## config.mk

```make
export PLATFORM = sky130hd
export DESIGN_NAME = tdm_demux_1x16
export DESIGN_NICKNAME = d
export VERILOG_FILES = /design/src/rtl/tdm_demux_1x16.sv
export SDC_FILE = /design/constraint.sdc
export NUM_CORES = 1
export LEC_CHECK = 0
export CORE_MARGIN = 2
export CORE_UTILIZATION = 40
export CTS_CLUSTER_DIAMETER = 150
export DETAILED_ROUTE_END_ITERATION = 7
export GPL_TIMING_DRIVEN = 0
export PLACE_DENSITY = 0.73
export SYNTH_ARGS = -nofsm -noshare
export SYNTH_HDL_FRONTEND = slang
export SYNTH_SLANG_ARGS = --single-unit
export TNS_END_PERCENT = 20
```

## constraint.sdc

```tcl
create_clock -name clk -period 1.59 [get_ports clk]
set_clock_uncertainty 0.05 [all_clocks]
set_input_delay 0.318 -clock clk [delete_from_list [all_inputs] [get_ports clk]]
set_output_delay 0.318 -clock clk [all_outputs]
set_load 0.01 [all_outputs]
```

## src/rtl/tdm_demux_1x16.sv

```systemverilog
// Registered 1-to-16 demultiplexer with addressed and TDM (frame-rebuild) modes.
// Optional even-parity trailer bit on TDM frames when TDM_PARITY_EN is defined.
module tdm_demux_1x16 #(
  parameter int              NUM_CH    = 16,
  parameter logic [NUM_CH-1:0] RESET_VAL = 16'h0000
) (
  input  logic              clk,
  input  logic              rst_n,
  input  logic              enable,
  input  logic              mode,
  input  logic              din,
  input  logic              din_valid,
  input  logic              sof,
  input  logic [3:0]        sel,
  output logic [NUM_CH-1:0] y,
  output logic [3:0]        ch_cnt,
  output logic              frame_done,
  output logic              frame_err
);

  localparam logic [3:0] LAST_CH = 4'(NUM_CH - 1);

`ifdef TDM_PARITY_EN
  typedef enum logic [1:0] {IDLE, RUN, PAR} state_t;
`else
  typedef enum logic [1:0] {IDLE, RUN} state_t;
`endif

  state_t            state, state_n;
  logic [NUM_CH-1:0] shadow, shadow_n;
  logic [NUM_CH-1:0] y_n;
  logic [3:0]        cnt_n;
  logic              done_n, err_n;

  always_ff @(posedge clk or negedge rst_n) begin
    if (!rst_n) begin
      state      <= IDLE;
      shadow     <= '0;
      y          <= RESET_VAL;
      ch_cnt     <= 4'd0;
      frame_done <= 1'b0;
      frame_err  <= 1'b0;
    end else begin
      state      <= state_n;
      shadow     <= shadow_n;
      y          <= y_n;
      ch_cnt     <= cnt_n;
      frame_done <= done_n;
      frame_err  <= err_n;
    end
  end

  // Any non-IDLE state in addressed mode means the mode just flipped mid-frame.
  always_comb begin
    state_n  = state;
    shadow_n = shadow;
    y_n      = y;
    cnt_n    = ch_cnt;
    done_n   = 1'b0;
    err_n    = 1'b0;

    if (!enable) begin
      y_n     = RESET_VAL;
      cnt_n   = 4'd0;
      state_n = IDLE;
    end else if (!mode) begin
      if (state != IDLE) begin
        state_n = IDLE;
        cnt_n   = 4'd0;
      end
      if (din_valid)
        y_n[sel] = din;
    end else if (din_valid) begin
      case (state)
        IDLE: begin
          if (sof) begin
            shadow_n[0] = din;
            cnt_n       = 4'd1;
            state_n     = RUN;
          end
        end
        RUN: begin
          if (sof) begin
            err_n       = 1'b1;
            shadow_n[0] = din;
            cnt_n       = 4'd1;
          end else begin
            shadow_n[ch_cnt] = din;
            cnt_n            = ch_cnt + 4'd1;
            if (ch_cnt == LAST_CH) begin
`ifdef TDM_PARITY_EN
              state_n = PAR;
`else
              y_n     = {din, shadow[NUM_CH-2:0]};
              done_n  = 1'b1;
              cnt_n   = 4'd0;
              state_n = IDLE;
`endif
            end
          end
        end
`ifdef TDM_PARITY_EN
        PAR: begin
          if (sof) begin
            err_n       = 1'b1;
            shadow_n[0] = din;
            cnt_n       = 4'd1;
            state_n     = RUN;
          end else begin
            if (din == ^shadow) begin
              y_n    = shadow;
              done_n = 1'b1;
            end else begin
              err_n  = 1'b1;
            end
            cnt_n   = 4'd0;
            state_n = IDLE;
          end
        end
`endif
        default: begin
          state_n = IDLE;
          cnt_n   = 4'd0;
        end
      endcase
    end
  end

endmodule
```

==> metrics.md, run 1 <==
| Metric | Value |
|---|---|
| Status | `complete, no violations` |
| FF-to-FF Start | `ch_cnt[1]` |
| Finished Cell Area | `a little under 3000 um^2` |
| F_max | `about 640 MHz` |
| Share of the synthesized area in the top cell type | `0.440` |
| Antenna-violating nets left | `0` |
| Fraction of layout cells with a size suffix above 1 | `0.276` |
| Vias per cell | `approximately 5.7` |
| DRC viols | `0` |
| Slew Limit Headroom | `0.431` |
| Crit path max fanout | `2` |
| Crit share post-route | `0.983` |
| Starting DRC count in detailed routing | `~130` |
| Final setup vio count | `0` |
| Net count after synthesis | `between 200 and 250` |
| Sw Pwr | `0.475 mW` |
| Syn. warnings | `0` |
| H-tree levels | `2` |
| Die area | `approximately 6000 um^2` |
| Crit-path cells | `clkdlybuf4s50_1` |
| Worst r2r dst | `y[15]` |
| Die span in y | `77.5 um` |
| Via count | `roughly 1,800` |
| HP Class | `in2async` |
| Total Routing Usage GR | `0.192` |
| Synthesized area per cell | `between 10 and 15 um^2` |
| CP Buf/Inv Count | `1` |
| Largest net degree at the start of global routing | `39` |
| Clock Sinks | `38` |
| Unrepaired setup endpoints after global routing | `true` |
| Num CTS Buffers | `5` |
| Endpoint type of the worst setup path | `output port` |
| Buffers on Ports | `32` |
| Cell taking the most area after synthesis | `dfrtp_1` |
| Synthesized area | `about 2200 um^2` |
| Drt pass-1 iters | `4` |
| Fraction of power consumed by combinational cells | `0.124` |
| Switching share of total power | `0.257` |
| # IOs | `33` |
| Gate Count Post-Synth | `209` |
| Syn-to-layout area delta | `33.5%` |
| Max_cap viols | `0` |
| CTS tree | `yes` |
| Crit path max-delay family | `buffers and inverters` |
| Vias in the first global route | `roughly 1,800` |
| Fin Hold WS | `roughly 0.077 ns` |
| Worst-path clk slew | `0.07 ns` |
| DP Area | `approximately 2600 um^2` |
| Final HPWL DP | `3710 um` |
| Number of antenna diodes | `0` |
| Die width | `approximately 77 um` |
| Crit path kind | `reg2out` |
| Routed WL | `~5500 um` |
| Clock latency on the worst-skew pair | `roughly 0.29 ns` |
| Static leakage | `approximately 1.4 nW` |
| Sequential share of power | `0.535` |
| Initial core utilization | `0.418` |
| Min cycle time layout | `~1.6 ns` |
| Final Core Density | `0.557` |
| Cells on worst reg2reg path | `6` |
| CTS Root Cell | `clkbuf_8` |
| Pins over their slew limit | `0` |
| Power per cell area | `approximately 640 nW/um^2` |
| First-pass GRT wire length | `around 9000 um` |
| Worst-Margin Slew | `~0.85 ns` |
| Hold Vio Cnt, Final | `0` |
| Post-synth cell types | `between 40 and 50` |
| Core ar. | `5170 um^2` |
| Clk buf depth | `2` |
| Internal | `approximately 1.4 mW` |
| Mean routed wirelength per cell | `roughly 17 um` |
| CP arrival | `~1.2 ns` |
| Worst path max stage delay | `0.54 ns` |
| Tot Pwr | `~1.8 mW` |
| Seq cells post-synth | `38` |
| Rows | `26` |
| VDD IR max | `just under 400 uV` |
| Initial antenna violation count | `0` |
| R2r setup slk | `about 0.050 ns` |
| Worst path slowest cell | `clkdlybuf4s50_1` |
| Total global routing overflow | `0` |
| Commonest non-fill, non-tap cells in the layout | `dfrtp_1 (35), nand2_1 (29), mux2_2 (14), o211a_1 (14)` |
| Fill cell count | `~440` |
| Register area share after synthesis | `0.440` |
| Layout net count | `around 270` |
| CP Launch Type | `flop` |
| Ranking of synthesized cells by area | `dfrtp_1 (44%), mux2_2 (7.3%), o211a_1 (6.5%)` |
| Commonest non-fill, non-tap cell in the layout | `dfrtp_1` |
| Routability cong. | `0.879` |
| Post-CTS Hold Fix Bufs | `0` |
| Clock Power Share | `0.341` |
| Fin Setup TNS | `0 ns` |
| Req. time, crit path | `roughly 1.2 ns` |
==> power by group through the flow <==
stage / Clock [mW] / Sequential, mW / Combinational [mW]
2_1_floorplan: 0 / 1.01 / 0.108
3_3_place_gp: 0 / 1.01 / 0.203
3_5_place_dp: 0 / 1.01 / 0.204
4_1_cts: 0.644 / 0.988 / 0.221
5_1_grt: 0.684 / 0.988 / 0.251
6_report: 0.630 / 0.987 / 0.229
==> cell usage after synthesis, drive strengths merged <==
cell,n
nand2b,4
nor3b,4
or4b,2
o21ai,5
and3,1
a21o,1
a22oi,13
nand4,1
a22o,1
or2,3
dfrtp,38
o311ai,2
clkbuf,6
inv,3
nand4b,1
o211ai,1
and3b,2
mux2,14
ha,4
a31oi,2
nor4b,1
o22ai,17
nor2b,2
nand2,29
o31ai,1
nand3,9
buf,9
nor2,5
o21a,1
nand3b,4
nor3,4
nand4bb,2
nor4,1
o211a,14
a21oi,1
mux2i,1
==> cell type report <==
class	instances	area (um^2)	area share
multi-input cells	153	1250	0.435
flip-flops and latches	38	955	0.331
repair buffers	41	383	0.133
plain buffers	15	115	0.0399
well taps	70	87.6	0.0304
clock buffers	7	76.3	0.0265
inverters	3	11.3	0.00391
==> sequential cells by signal, indices dropped and copies added (netlist names) <==
| register | cells |
|---|---|
| shadow | 15 |
| frame_err | 1 |
| state | 1 |
| ch_cnt | 4 |
| frame_done | 1 |
| y | 16 |
==> layer usage <==
| layer | up-vias | wire [um] | part of all wire | GRT usage |
|---|---|---|---|---|
| met4 | 0 | 91 | 0.016 | 0.0804 |
| met1 | 907 | 2500 | 0.45 | 0.256 |
| met3 | 7 | 280 | 0.051 | 0.0465 |
| met2 | 51 | 2660 | 0.48 | 0.300 |
| li1 | 884 | - | - | - |
| met5 | - | 0 | 0 | 0 |
==> worst max-delay path by stage <==
stage	from	endpoint	slack, ns	cells past startpoint
after global placement	rst_n	y[12]	-0.74	1
after global routing	ch_cnt[3]	shadow[0]	-0.03	5
after floorplan	ch_cnt[1]	y[13]	0.01	6
after detailed placement	sel[0]	y[1]	-0.56	6
after CTS	y[3]	y[3]	0.003	1
final	y[14]	y[14]	0.03	1
==> cell families (layout without fill, tap and decap cells) <==
kind of cell,after synthesis,after routing,share of synthesized area
AOI/OAI and AO/OA,59,59,0.208
adders and majority gates,4,4,0.0232
buffers and inverters,18,66,0.0411
DFF,38,38,0.440
muxes,15,15,0.0776
and+or+nand+nor,75,75,0.210
==> repair_timing <==
action | 4_1_cts | 5_1_grt
buffers inserted | 7 | 2
endpoints found under the setup margin | 39 | 29
resized for setup | 41 | 15
hold endpoints to repair | 0 | 0
pin swaps | 6 | 3
==> through the flow <==
step / worst slack (ns) / instances
floorplan: 0.0143 / 209
global placement: -0.742 / 311
detailed placement: -0.556 / 311
CTS: 0.00327 / 325
global route: -0.0281 / 327
finish: 0.0273 / 327
Power figures use the tool's default switching activity.
==> run 2, diff against run 1 <==
CORE_MARGIN = 3   (was 2)
CTS_BUF_LIST = sky130_fd_sc_hd__clkbuf_16   (was default)
clock period = 1.25 ns   (was 1.59 ns; I/O delays follow)
==> run 2 against run 1 <==
  * The flow now finishes with violations (setup timing)
  * Highest routed layer unchanged
  * Hold slack worse by 0.061 ns
  * Largest cell class unchanged
  * Global-route usage up 2.2 points
  * Die area up 5.2%
  * Design area up 14%
  * Power up 77%
  * Cell count up 6.4%
  * Combinational power up 46%
==> metrics.md, run 2 (synthesized netlist as in run 1, its figures left out) <==
| Metric | Value |
|---|---|
| Min cycle time layout | `roughly 1.5 ns` |
| Worst-path clk slew | `0.06 ns (about the same)` |
| Power per cell area | `997 nW/um^2 (+56%)` |
| Fill cell count | `376 (-15%)` |
| PnR worst setup slack | `-0.259 ns (-0.287 ns)` |
| H-tree levels | `2 (unchanged)` |
| Clock latency on the worst-skew pair | `0.29 ns (about the same)` |
| Switching share of total power | `0.227 (-0.0300)` |
| Violated checks | `setup timing` |
| Initial antenna violation count | `0 (unchanged)` |
| Buffers on Ports | `32 (unchanged)` |
| Total global routing overflow | `0 (unchanged)` |
| Sw Pwr | `0.745 mW (+57%)` |
| Max reg flops | `16 (unchanged)` |
| F_max | `approximately 660 MHz` |
| Antenna-violating nets left | `0 (unchanged)` |
| Routed WL | `6300 um (+14%)` |
| Mean routed wirelength per cell | `18.1 um (+6.9%)` |
| Crit share post-route | `1.21` |
| Core ar. | `5170 um^2 (unchanged)` |
| Via count | `2,021 (+9.3%)` |
| Crit path max fanout | `8 (+6)` |
| Crit path kind | `reg2reg` |
| Clock Sinks | `38 (unchanged)` |
| Endpoint type of the worst setup path | `flop` |
| CTS Root Cell | `clkbuf_16` |
| Max_cap viols | `0 (unchanged)` |
| Die span in y | `79.5 um (+2.6%)` |
| Die area | `6320 um^2 (+5.2%)` |
| Sequential share of power | `0.384 (-0.151)` |
| First-pass GRT wire length | `10,400 um (+16%)` |
| Static leakage | `1.54 nW (+7.5%)` |
| Syn-to-layout area delta | `52.2%` |
| Largest net degree at the start of global routing | `39 (unchanged)` |
| Routability cong. | `0.880 (+0.10%)` |
| CP arrival | `1.64 ns (+0.45 ns)` |
| CTS tree | `yes` |
| Layout net count | `292 (+7.4%)` |
| Vias per cell | `5.81 (+2.7%)` |
| Clock Power Share | `0.514 (+0.173)` |
| Rows | `26 (unchanged)` |
| Internal | `2.53 mW (+85%)` |
| Hold Vio Cnt, Final | `0 (unchanged)` |
| Commonest non-fill, non-tap cells in the layout | `dfrtp_1 (35), nand2_1 (29), buf_4 (26)` |
| Vias in the first global route | `2,067 (+14%)` |
| Post-CTS Hold Fix Bufs | `0 (unchanged)` |
| Die width | `79.5 um (+2.6%)` |
| Slew Limit Headroom | `0.422 (-0.00923)` |
| # IOs | `33 (unchanged)` |
| Final Core Density | `0.635 (+0.0781)` |
| Final setup vio count | `37 (+37)` |
| Fraction of layout cells with a size suffix above 1 | `0.403 (+0.127)` |
| VDD IR max | `521 uV (+35%)` |
| Fin Setup TNS | `-7.08 ns (-7.08 ns)` |
| HP Class | `in2async` |
| Clk buf depth | `2 (unchanged)` |
| Commonest non-fill, non-tap cell in the layout | `dfrtp_1` |
| Status | `complete, but fails checks` |
| Pins over their slew limit | `0 (unchanged)` |
| Final HPWL DP | `3930 um (+5.8%)` |
| DRC viols | `0 (unchanged)` |
| Num CTS Buffers | `5 (unchanged)` |
| Number of antenna diodes | `0 (unchanged)` |
| Total Routing Usage GR | `0.214 (+0.0216)` |
| Reg with most FFs | `y` |
| Unrepaired setup endpoints after global routing | `true` |
| Initial core utilization | `0.418 (unchanged)` |
| Worst-Margin Slew | `0.867 ns (+0.0138 ns)` |
| Starting DRC count in detailed routing | `182 (+39%)` |
| Top Registers | `y: 16 flops, shadow: 15 flops, ch_cnt: 4 flops` |
| Fraction of power consumed by combinational cells | `0.102 (-0.022)` |
| CP Launch Type | `flop` |
| Drt pass-1 iters | `5 (+1)` |
| Req. time, crit path | `1.38 ns (+0.16 ns)` |
==> run 2: changes by cell type in the layout (fill, tap and decap cells not counted), moves of 6 or more <==
cell / previous run / this run
buf_4: 10 / 26
clkdlybuf4s50_1: 13 / 1
clkbuf_16: 0 / 6
dlymetal6s2s_1: 6 / 0
clkdlybuf4s15_1: 0 / 15
buf_6: 4 / 11
==> run 2: metrics by stage <==
step / hold slack [ns] / cells / area [um^2] / total power [mW] / setup WS (ns)
finish: 0.0160 / 348 / 3290 / 3.28 / -0.259
CTS: 0.0615 / 345 / 3240 / 3.27 / -0.252
global placement: 0.440 / 311 / 2680 / 1.55 / -1.20
global route: 0.0955 / 348 / 3290 / 3.38 / -0.356
detailed placement: 0.363 / 311 / 2680 / 1.55 / -0.868
floorplan: -0.0956 / 209 / 2270 / 1.43 / -0.170
==> run 2: area by class of cell <==
type	instances	area (um^2)	share of cell area
multi-input combinational	153	1360	0.413
tap	70	87.6	0.0266
sequential	38	955	0.290
clock inverter	3	68.8	0.0209
inverter	3	17.5	0.00533
timing repair buffer	61	529	0.161
buffer	15	145	0.0442
clock buffer	5	125	0.0381
==> run 2: final timing paths <==
kind,from,endpoint,slack [ns],cells past startpoint
worst min register to register,shadow[0],shadow[0],0.45,2
worst min-delay path,rst_n,y[2],0.02,1
worst max register to register,ch_cnt[0],y[10],-0.26,6
worst max-delay path,ch_cnt[0],y[10],-0.26,6
min in group clk,sof,frame_err,0.42,3
max in group asynchronous,rst_n,ch_cnt[3],0.52,1
==> run 2: what timing repair did <==
| action | in CTS | in global routing |
|---|---|---|
| gates cloned | 1 | 0 |
| gates resized for setup | 91 | 22 |
| setup endpoints to repair | 58 | 51 |
| endpoints found under the hold margin | 0 | 0 |
| pin swaps | 16 | 3 |
| setup buffers | 25 | 3 |
==> run 2: critical path, stage by stage, from the launching register on <==
cell,delay (ns)
dfrtp_2,0.40
ha_4,0.17
nand4_4,0.17
clkbuf_16,0.23
o22ai_2,0.18
nand2_1,0.08
o211a_1,0.12
==> run 2: power groups by stage <==
stage / sequential [mW] / clock (mW) / combinational (mW)
after floorplan: 1.28 / 0 / 0.147
after detailed placement: 1.28 / 0 / 0.273
final: 1.26 / 1.69 / 0.335
after global placement: 1.28 / 0 / 0.272
after global routing: 1.26 / 1.76 / 0.362
after CTS: 1.26 / 1.69 / 0.321
==> run 2: metal layers <==
metal  up-vias  track usage  part of all wire
li1        926            -                 -
met1      1016        0.262              0.42
met2        66        0.348              0.49
met3        13       0.0564             0.061
met4         0       0.0997             0.020
met5         -            0                 0
==> run 3, diff against run 2 <==
CORE_MARGIN = default   (was 3)
==> run 3 against run 2 <==
  * The run still ends with setup timing left
  * Combinational power grew 6.0%
  * Worst setup slack lost 0.059 ns
  * Sequential power is essentially flat
  * Hold slack gained 0.021 ns
  * Design area is the same
  * Largest cell class unchanged
  * Flip-flop and latch count is the same
  * Maximum frequency shrank 3.8%
  * Largest power group is now registers
  * Sequential share of layout area is the same
  * Register-to-register slack lost 0.06 ns
  * Count of clock-buffer cells in the layout is the same
  * Clock power shrank 28%
==> metrics.md, run 3 (synthesized netlist as in run 1, its figures left out) <==
| Metric | Value |
|---|---|
| Syn-to-layout area delta | `52.2% (unchanged)` |
| Dpl ws | `-0.878 ns (-0.0102 ns)` |
| Met2 WL post-DR | `3250 um (+4.2%)` |
| Die span in y | `75.5 um (-5.0%)` |
| CTS tree | `yes` |
| Pins over their slew limit | `0 (unchanged)` |
| Crit path max-delay family | `flip-flops` |
| Starting DRC count in detailed routing | `146 (-20%)` |
| Endpoint type of the worst setup path | `flop` |
| Violated checks | `setup timing` |
| Total Routing Usage GR | `0.255 (+0.0408)` |
| Top Registers | `y: 16 flops, shadow: 15 flops, ch_cnt: 4 flops` |
| F_max | `638 MHz (-3.8%)` |
| Commonest non-fill, non-tap cells in the layout | `dfrtp_1 (35), nand2_1 (29), buf_4 (19)` |
| Total global routing overflow | `0 (unchanged)` |
| Highest metal used | `met4` |
| Fill cell count | `412 (+9.6%)` |
| Antenna-violating nets left | `0 (unchanged)` |
| Routed WL | `6480 um (+3.0%)` |
| Post-CTS Hold Fix Bufs | `0 (unchanged)` |
| Clock latency on the worst-skew pair | `0.28 ns (about the same)` |
| Routability cong. | `0.836 (-5.0%)` |
| Vias in the first global route | `2,102 (+1.7%)` |
| CTS Root Cell | `clkbuf_16` |
| Static leakage | `1.51 nW (-1.7%)` |
| Mean routed wirelength per cell | `18.7 um (+3.3%)` |
| Final setup vio count | `36 (-2.7%)` |
| Worst path slowest cell | `dfrtp_1` |
| First-pass GRT wire length | `10,500 um (+1.0%)` |
| DRC viols | `0 (unchanged)` |
| Final HPWL DP | `3870 um (-1.5%)` |
| Layout net count | `291 (-0.34%)` |
| Crit-path cells | `buf_6, nand3b_1, buf_6, o22ai_2, mux2i_1, nor2b_1` |
| Vias per cell | `5.90 (+1.6%)` |
| PnR worst setup slack | `-0.318 ns (-0.0591 ns)` |
| Fraction of layout cells with a size suffix above 1 | `0.433 (+0.0303)` |
| CP Buf/Inv Count | `2 (+1)` |
| Largest net degree at the start of global routing | `39 (unchanged)` |
| Drt pass-1 iters | `4 (-1)` |
| Clock Sinks | `38 (unchanged)` |
| Slew Limit Headroom | `0.411 (-0.0105)` |
| Fin Hold WS | `0.0368 ns (+0.0208 ns)` |
| Status | `complete, but fails checks` |
| Initial antenna violation count | `0 (unchanged)` |
| CP dominant cell by count | `buf_6` |
| Die width | `75.5 um (-5.0%)` |
| M1 WL | `2740 um (+2.7%)` |
| Max_cap viols | `0 (unchanged)` |
| CP arrival | `1.68 ns (+0.04 ns)` |
| Hold Vio Cnt, Final | `0 (unchanged)` |
| Worst path max stage delay | `0.34 ns (-0.06 ns)` |
| Req. time, crit path | `1.36 ns (-0.02 ns)` |
| Num CTS Buffers | `5 (unchanged)` |
| Commonest non-fill, non-tap cell in the layout | `dfrtp_1` |
| Worst-Margin Slew | `0.883 ns (+0.0158 ns)` |
| Crit share post-route | `1.25 (+0.0473)` |
| # IOs | `33 (unchanged)` |
| Clk buf depth | `2 (unchanged)` |
| Number of antenna diodes | `0 (unchanged)` |
| Buffers on Ports | `32 (unchanged)` |
| H-tree levels | `2 (unchanged)` |
| Crit path kind | `reg2reg` |
| VDD IR max | `646 uV (+24%)` |
| Worst-path clk slew | `0.06 ns (about the same)` |
| Core ar. | `5140 um^2 (-0.63%)` |
| Via count | `2,048 (+1.3%)` |
| Max reg flops | `16 (unchanged)` |
| Unrepaired setup endpoints after global routing | `true` |
| Power per cell area | `858 nW/um^2 (-14%)` |
| Min cycle time layout | `1.57 ns (+0.0591 ns)` |
| Crit path max fanout | `4 (-4)` |
| Met3 routed WL | `289 um (-25%)` |
| Initial core utilization | `0.420 (+0.00264)` |
| Die area | `5700 um^2 (-9.8%)` |
| Reg with most FFs | `y` |
| CP Launch Type | `flop` |
| Rows | `26 (unchanged)` |
| HP Class | `in2async` |
run 3: timing repair:
| action | 4_1_cts | 5_1_grt |
|---|---|---|
| setup buffers | 25 | 2 |
| setup endpoints to repair | 58 | 55 |
| resized for setup | 101 | 32 |
| cloned | 1 | 0 |
| pin swaps | 19 | 7 |
run 3: cell type report:
type / instances / area [um^2] / share of cell area
Buffer: 15 / 140 / 0.0426
Clock inverter: 3 / 12.5 / 0.00381
Sequential cell: 38 / 955 / 0.290
Tap cell: 70 / 87.6 / 0.0266
Timing Repair Buffer: 60 / 541 / 0.164
Inverter: 3 / 15.0 / 0.00457
Clock buffer: 5 / 125 / 0.0381
Multi-Input combinational cell: 153 / 1410 / 0.429
run 3: routing by layer:
layer  up-vias  GRT usage
met2        79      0.454
met3        20     0.0476
met1      1022      0.301
met5         -          0
li1        927          -
met4         0      0.105
run 3: worst register-to-register path, stage by stage, from the launching register on:
cell	delay, ns
dfrtp_1	0.34
buf_6	0.12
nand3b_1	0.18
buf_6	0.19
o22ai_2	0.23
mux2i_1	0.26
nor2b_1	0.08
run 3: per-stage QoR:
step	std cells	instance area, um^2	util	total power, mW	setup TNS, ns
2_1_floorplan	209	2270	-	1.43	-4.33
3_3_place_gp	311	2680	0.521	1.55	-65.72
3_5_place_dp	311	2680	0.520	1.55	-26.35
4_1_cts	345	3220	0.627	2.81	-6.57
5_1_grt	347	3290	0.639	2.93	-9.76
6_report	347	3290	0.639	2.82	-7.78
run 3: worst paths after layout:
| kind | start | endpoint | slack, ns | cells past startpoint |
|---|---|---|---|---|
| worst max register to register | state[0] | y[15] | -0.32 | 6 |
| max in group asynchronous | rst_n | ch_cnt[3] | 0.51 | 1 |
| worst min-delay path | rst_n | y[4] | 0.04 | 1 |
| worst min register to register | shadow[0] | shadow[0] | 0.46 | 2 |
| min in group clk | mode | frame_err | 0.42 | 4 |
| worst max-delay path | state[0] | y[15] | -0.32 | 6 |
run 3: power by group:
part | internal (mW) | switching [mW]
logic | 0.148 | 0.207
registers | 1.25 | 0.0106
clock network | 0.721 | 0.487
